<file path="src/rtl/exe_unit_ctrl.sv">
// ----------------------------------------------------------------------------
// exe_unit_ctrl
//   Handshake controller for a fixed-latency execution unit. It accepts one
//   operation at a time, registers the operands toward the unit, waits out
//   the unit latency, captures the result/status, and holds the response
//   until the consumer takes it. It also counts responses with nonzero status.
//
// Parameters
//   m    operand/result width
//   n    operation code width
//   LAT  execution unit latency in clocks (1..15)
//
// Ports
//   i_clk, i_rsn                  clock, async active-low reset
//   i_req_valid / o_req_ready     request handshake (ready only in IDLE)
//   i_req_oper/argA/argB          request fields
//   o_oper/o_argA/o_argB          registered drive to the execution unit
//   i_result / i_status           execution unit outputs
//   o_rsp_valid / i_rsp_ready     response handshake (valid only in RESP)
//   o_rsp_result / o_rsp_status   captured response
//   o_err_cnt                     saturating count of nonzero-status responses
// ----------------------------------------------------------------------------
module exe_unit_ctrl #(
    parameter int m   = 4,
    parameter int n   = 2,
    parameter int LAT = 1
) (
    input  logic         i_clk,
    input  logic         i_rsn,
    input  logic         i_req_valid,
    output logic         o_req_ready,
    input  logic [n-1:0] i_req_oper,
    input  logic [m-1:0] i_req_argA,
    input  logic [m-1:0] i_req_argB,
    output logic [n-1:0] o_oper,
    output logic [m-1:0] o_argA,
    output logic [m-1:0] o_argB,
    input  logic [m-1:0] i_result,
    input  logic [1:0]   i_status,
    output logic         o_rsp_valid,
    input  logic         i_rsp_ready,
    output logic [m-1:0] o_rsp_result,
    output logic [1:0]   o_rsp_status,
    output logic [7:0]   o_err_cnt
);

    typedef enum logic [1:0] {
        S_IDLE = 2'd0,
        S_WAIT = 2'd1,
        S_RESP = 2'd2
    } state_t;

    localparam logic [3:0] LAT_CNT = 4'(LAT);

    state_t         r_state;
    state_t         w_state_nxt;
    logic [3:0]     r_cnt;
    logic [n-1:0]   r_oper;
    logic [m-1:0]   r_argA;
    logic [m-1:0]   r_argB;
    logic [m-1:0]   r_rsp_result;
    logic [1:0]     r_rsp_status;
    logic [7:0]     r_err_cnt;

    logic           w_accept;
    logic           w_capture;
    logic           w_rsp_exit;

    assign o_req_ready  = (r_state == S_IDLE);
    assign o_rsp_valid  = (r_state == S_RESP);
    assign o_oper       = r_oper;
    assign o_argA       = r_argA;
    assign o_argB       = r_argB;
    assign o_rsp_result = r_rsp_result;
    assign o_rsp_status = r_rsp_status;
    assign o_err_cnt    = r_err_cnt;

    assign w_accept   = i_req_valid & o_req_ready;
    // The counter runs LAT..0 over edges E1..E_LAT (E1 being the unit's own
    // input register); the result is valid on the edge after it reaches 0,
    // i.e. LAT+1 edges after the accept.
    assign w_capture  = (r_state == S_WAIT) && (r_cnt == 4'd0);
    assign w_rsp_exit = (r_state == S_RESP) && i_rsp_ready;

    // State register
    always_ff @(posedge i_clk or negedge i_rsn) begin
        if (!i_rsn) r_state <= S_IDLE;
        else        r_state <= w_state_nxt;
    end

    // Next-state logic
    always_comb begin
        w_state_nxt = r_state;
        case (r_state)
            S_IDLE:  if (w_accept)   w_state_nxt = S_WAIT;
            S_WAIT:  if (w_capture)  w_state_nxt = S_RESP;
            S_RESP:  if (w_rsp_exit) w_state_nxt = S_IDLE;
            default: w_state_nxt = S_IDLE;
        endcase
    end

    // Wait counter
    always_ff @(posedge i_clk or negedge i_rsn) begin
        if (!i_rsn) begin
            r_cnt <= 4'd0;
        end else if (w_accept) begin
            r_cnt <= LAT_CNT;
        end else if (r_state == S_WAIT && r_cnt != 4'd0) begin
            r_cnt <= r_cnt - 4'd1;
        end
    end

    // Operand drive: loaded on accept only, held otherwise
    always_ff @(posedge i_clk or negedge i_rsn) begin
        if (!i_rsn) begin
            r_oper <= '0;
            r_argA <= '0;
            r_argB <= '0;
        end else if (w_accept) begin
            r_oper <= i_req_oper;
            r_argA <= i_req_argA;
            r_argB <= i_req_argB;
        end
    end

    // Response capture: held stable through RESP
    always_ff @(posedge i_clk or negedge i_rsn) begin
        if (!i_rsn) begin
            r_rsp_result <= '0;
            r_rsp_status <= '0;
        end else if (w_capture) begin
            r_rsp_result <= i_result;
            r_rsp_status <= i_status;
        end
    end

    // Error counter, saturating at 255
    always_ff @(posedge i_clk or negedge i_rsn) begin
        if (!i_rsn) begin
            r_err_cnt <= 8'd0;
        end else if (w_rsp_exit && r_rsp_status != 2'b00 && r_err_cnt != 8'hFF) begin
            r_err_cnt <= r_err_cnt + 8'd1;
        end
    end

endmodule

</file>
<file path="config.mk">
export PLATFORM = sky130hd
export DESIGN_NAME = exe_unit_ctrl
export DESIGN_NICKNAME = d
export VERILOG_FILES = /design/src/rtl/exe_unit_ctrl.sv
export SDC_FILE = /design/constraint.sdc
export NUM_CORES = 1
export LEC_CHECK = 0
export CORE_MARGIN = 5
export CORE_UTILIZATION = 35
export DETAILED_ROUTE_END_ITERATION = 10
export GPL_TIMING_DRIVEN = 0
export MAX_ROUTING_LAYER = met4
export PLACE_DENSITY_LB_ADDON = 0.25
export SLEW_MARGIN = 20
export SYNTH_ARGS = -nofsm -noshare
export SYNTH_HDL_FRONTEND = slang
export SYNTH_SLANG_ARGS = --single-unit
</file>
<file path="constraint.sdc">
create_clock -name i_clk -period 3.72 [get_ports i_clk]
set_clock_uncertainty 0.1 [all_clocks]
set_input_delay 0.744 -clock i_clk [delete_from_list [all_inputs] [get_ports i_clk]]
set_output_delay 0.744 -clock i_clk [all_outputs]
set_load 0.02 [all_outputs]
</file>
==> impl_metrics.csv <==
group,metric,value,unit
timing,setup_tns,0,ps
cts,cts_setup_buffers,0,
detailed_routing,detail_route.wl_per_cell,12.43,um
timing,clock.fmax,414.4,MHz
critical_path,r2r_end,"o_err_cnt[1]$_DFFE_PN0P_",
detailed_routing,routed_via_density,4.516,
cts,cts-hold-fix-buffers,0,
synthesis,syn-num-nets,141,
floorplanning,core-area,0.003633,mm^2
grt,grt_overflow,0,
status,outcome,"complete, no violations",
synthesis,synth_area,0.001313,mm^2
timing,rsz0062_at_grt,"false",
cts,cts_root_buf,"clkbuf_8",
min_path,hold_class,"reg2reg",
timing,tightestPinTransition,640.2,ps
min_path,min_path_cells,2,
synthesis,synthCells,118,
critical_path,arrival,1570,ps
power_and_ir_drop,p_sw,0.5601,mW
cts,cts_sinks,30,
timing,post-route-min-period,2413,ps
power_and_ir_drop,pwr_density_cell,797.9,mW/mm^2
synthesis,yosys_warnings,0,
layout,layout-drive-gt1-share,0.1404,
synthesis,yosys.area.top_type_share,0.5720,
cts,cts_buffers,5,
power_and_ir_drop,leakage,0.8670,nW
critical_path,required,2880,ps
critical_path,r2r_cells,4,
layout,area_delta_synth_final,45.47,%
min_path,min_to,"o_oper[0]$_DFFE_PN0P_",
synthesis,postSynth.asyncResetShare,1.000,
critical_path,cp_cell_sequence,"nand2b_2 > inv_1 > clkdlybuf4s50_1",
floorplanning,io_pins,46,
power_and_ir_drop,p_seq_frac,0.357,
grt,grt_pass1_vias,1071,
timing,setup_viol,0,
power_and_ir_drop,power_frac_comb,0.473,
grt,grt_util_all_layers,0.1230,
floorplanning,initial_core_util,0.3612,
critical_path,worst-setup-path-type,"reg2out",
layout,fin_nets,193,
detailed_routing,routed_wl,2.722,mm
synthesis,ys_top_cells_by_area,"dfrtp_1, nand2_1, mux2_2",
placement,dp_hpwl,2.079,mm
detailed_routing,drcViolationCount,0,
critical_path,path_max_fanout,5,
timing,maxSlewViolCount,0,
grt,grt_pass1_wl,4.733,mm
synthesis,synth.distinct_cells,33,
min_path,hold_start,"o_oper[0]$_DFFE_PN0P_",
timing,timing.max_slew.rel_slack,0.5732,
power_and_ir_drop,p_sw_frac,0.3677,
floorplanning,num_rows,22,
synthesis,yosys.area.top_type,"dfrtp_1",
placement,gp_congestion,0.7219,
timing,fin_crit_sh,0.6487,
detailed_routing,dr_total_vias,989,
synthesis,synth_edf_count,0,
detailed_routing,drt_iter0_drc,16,
critical_path,critPathMaxStageDelay,600,ps
flow_run,cap_viol_max_count,0,
critical_path,rrSetupSlack,2000,ps
power_and_ir_drop,clock_power_share,0.170,
power_and_ir_drop,power,1.523,mW
cts,cts_tree,"done",
cts,max-clock-path-buffers,2,
critical_path,crit_path_end_kind,"output pin",
synthesis,ys.flop_type,"dfrtp_1",
synthesis,avgSynthCellArea,11.12,um^2
synthesis,synth-seq-cells,30,
cts,cts-resized-gates,0,
detailed_routing,dr.pass1.iters,4,
floorplanning,die_area,0.005074,mm^2
placement,portBuffers,45,
cts,clkTransAtPathRegs,60,ps
timing,hold_violations,0,
floorplanning,die_w,71.24,um
critical_path,r2r_start,"o_err_cnt[0]$_DFFE_PN0P_",
critical_path,cp-start-kind,"flop",
floorplanning,die_y,71.24,um
power_and_ir_drop,peakVddDrop,0.3412,mV
critical_path,crit_slowest_cell,"clkdlybuf4s50_1",
layout,antenna_cells,0,
grt,antenna_found_initial,0,
synthesis,ys_seq_area_frac,0.5720,
cts,clock_latency,280,ps
power_and_ir_drop,internal-power,0.9632,mW
detailed_routing,antenna_left,0,
cts,htree_levels,2,
grt,grt_start_max_net_pins,31,
## synthesized netlist by cell type, types with 2 or more instances
cell type	instances
nand3_1	3
xor2_1	4
dfrtp_1	30
ha_1	3
nand4_1	2
nor2_1	6
inv_1	3
xnor2_1	5
mux2_2	6
nand2_1	33
## sequential cells by signal, summed over array words and instances (netlist names)
| signal | count |
|---|---|
| o_argA | 4 |
| o_rsp_status | 2 |
| o_rsp_result | 4 |
| r_cnt | 4 |
| o_oper | 2 |
| o_argB | 4 |
| o_err_cnt | 8 |
| r_state | 2 |
## power by group through the flow
stage               logic (mW)  clock network, mW  registers [mW]
finish                   0.721              0.258           0.544
global route             0.795              0.283           0.563
CTS                      0.737              0.269           0.546
detailed placement       0.734                  0           0.551
global placement         0.719                  0           0.543
floorplan                0.301                  0           0.665
## metal layers
metal  up-vias  routed length (um)  share of wire  track usage
li1        490                   -              -            -
met1       464                1150           0.42       0.1310
met2        28                1316           0.48       0.2000
met3         7                 210          0.077      0.04488
met4         0                  46          0.017      0.06263
met5         -                   0              0            -
## through the flow
stage | setup slack, ps | hold WS [ps] | cell area (um^2) | utilization | std cells
final | 1307 | 373.0 | 1909 | 0.5255 | 219
after CTS | 1277 | 376.6 | 1909 | 0.5255 | 219
after global routing | 1250 | 407.2 | 1909 | 0.5255 | 219
after floorplan | 2011 | 348.4 | 1313 | - | 118
after global placement | 1302 | 356.2 | 1823 | 0.5017 | 211
after detailed placement | 1450 | 361.9 | 1818 | 0.5003 | 211
## placed cells by master, fill, tap and decap left out, drive strengths merged, types with 2 or more instances in the layout
cell type | netlist | routed
clkdlybuf4s50 | 0 | 44
nand2 | 33 | 33
dfrtp | 30 | 30
clkbuf | 1 | 8
mux2 | 7 | 7
nor2 | 6 | 6
xnor2 | 5 | 5
xor2 | 4 | 4
nand3 | 4 | 4
inv | 3 | 3
ha | 3 | 3
and3 | 3 | 3
nand4 | 2 | 2
buf | 1 | 2
o21ai | 2 | 2
a211oi | 2 | 2
and2 | 2 | 2
## worst max path at each step
stage | start | to | slack [ps] | cells past startpoint
6_report | r_state[0]$_DFFE_PN0P_ | o_rsp_valid | 1310 | 3
5_1_grt | r_state[0]$_DFFE_PN0P_ | o_rsp_valid | 1250 | 3
4_1_cts | r_state[0]$_DFFE_PN0P_ | o_rsp_valid | 1280 | 3
3_5_place_dp | i_rsp_ready | o_err_cnt[6]$_DFFE_PN0P_ | 1450 | 5
3_3_place_gp | i_rsn | o_err_cnt[5]$_DFFE_PN0P_ | 1300 | 1
2_1_floorplan | o_err_cnt[0]$_DFFE_PN0P_ | o_err_cnt[1]$_DFFE_PN0P_ | 2010 | 4
## logic make-up after synthesis
logic type | after synthesis | synth area share
AND/OR/NAND/NOR | 57 | 0.2174
multiplexers | 7 | 0.06005
adder cells (fa/ha/maj) | 3 | 0.02860
XOR/XNOR | 9 | 0.06005
AO/OA/AOI/OAI | 7 | 0.04670
flip-flops | 30 | 0.5720
buffers and inverters | 5 | 0.01525
## worst max-delay path, delay by kind of cell (launching register included)
kind / cells / cell delay, ps
flip-flops: 1 / 380
AND/OR/NAND/NOR: 1 / 240
buffers and inverters: 2 / 680
## layout make-up
type                            count  area (um^2)
Buffer                              2        8.758
Clock buffer                        7        86.33
Clock inverter                      1        5.005
Fill cell                         346         1724
Inverter                            3        11.26
Multi-Input combinational cell     83        541.8
Sequential cell                    30        750.7
Tap cell                           48        60.06
Timing Repair Buffer               45        445.4
No activity file was read; power rests on OpenSTA's default activity.
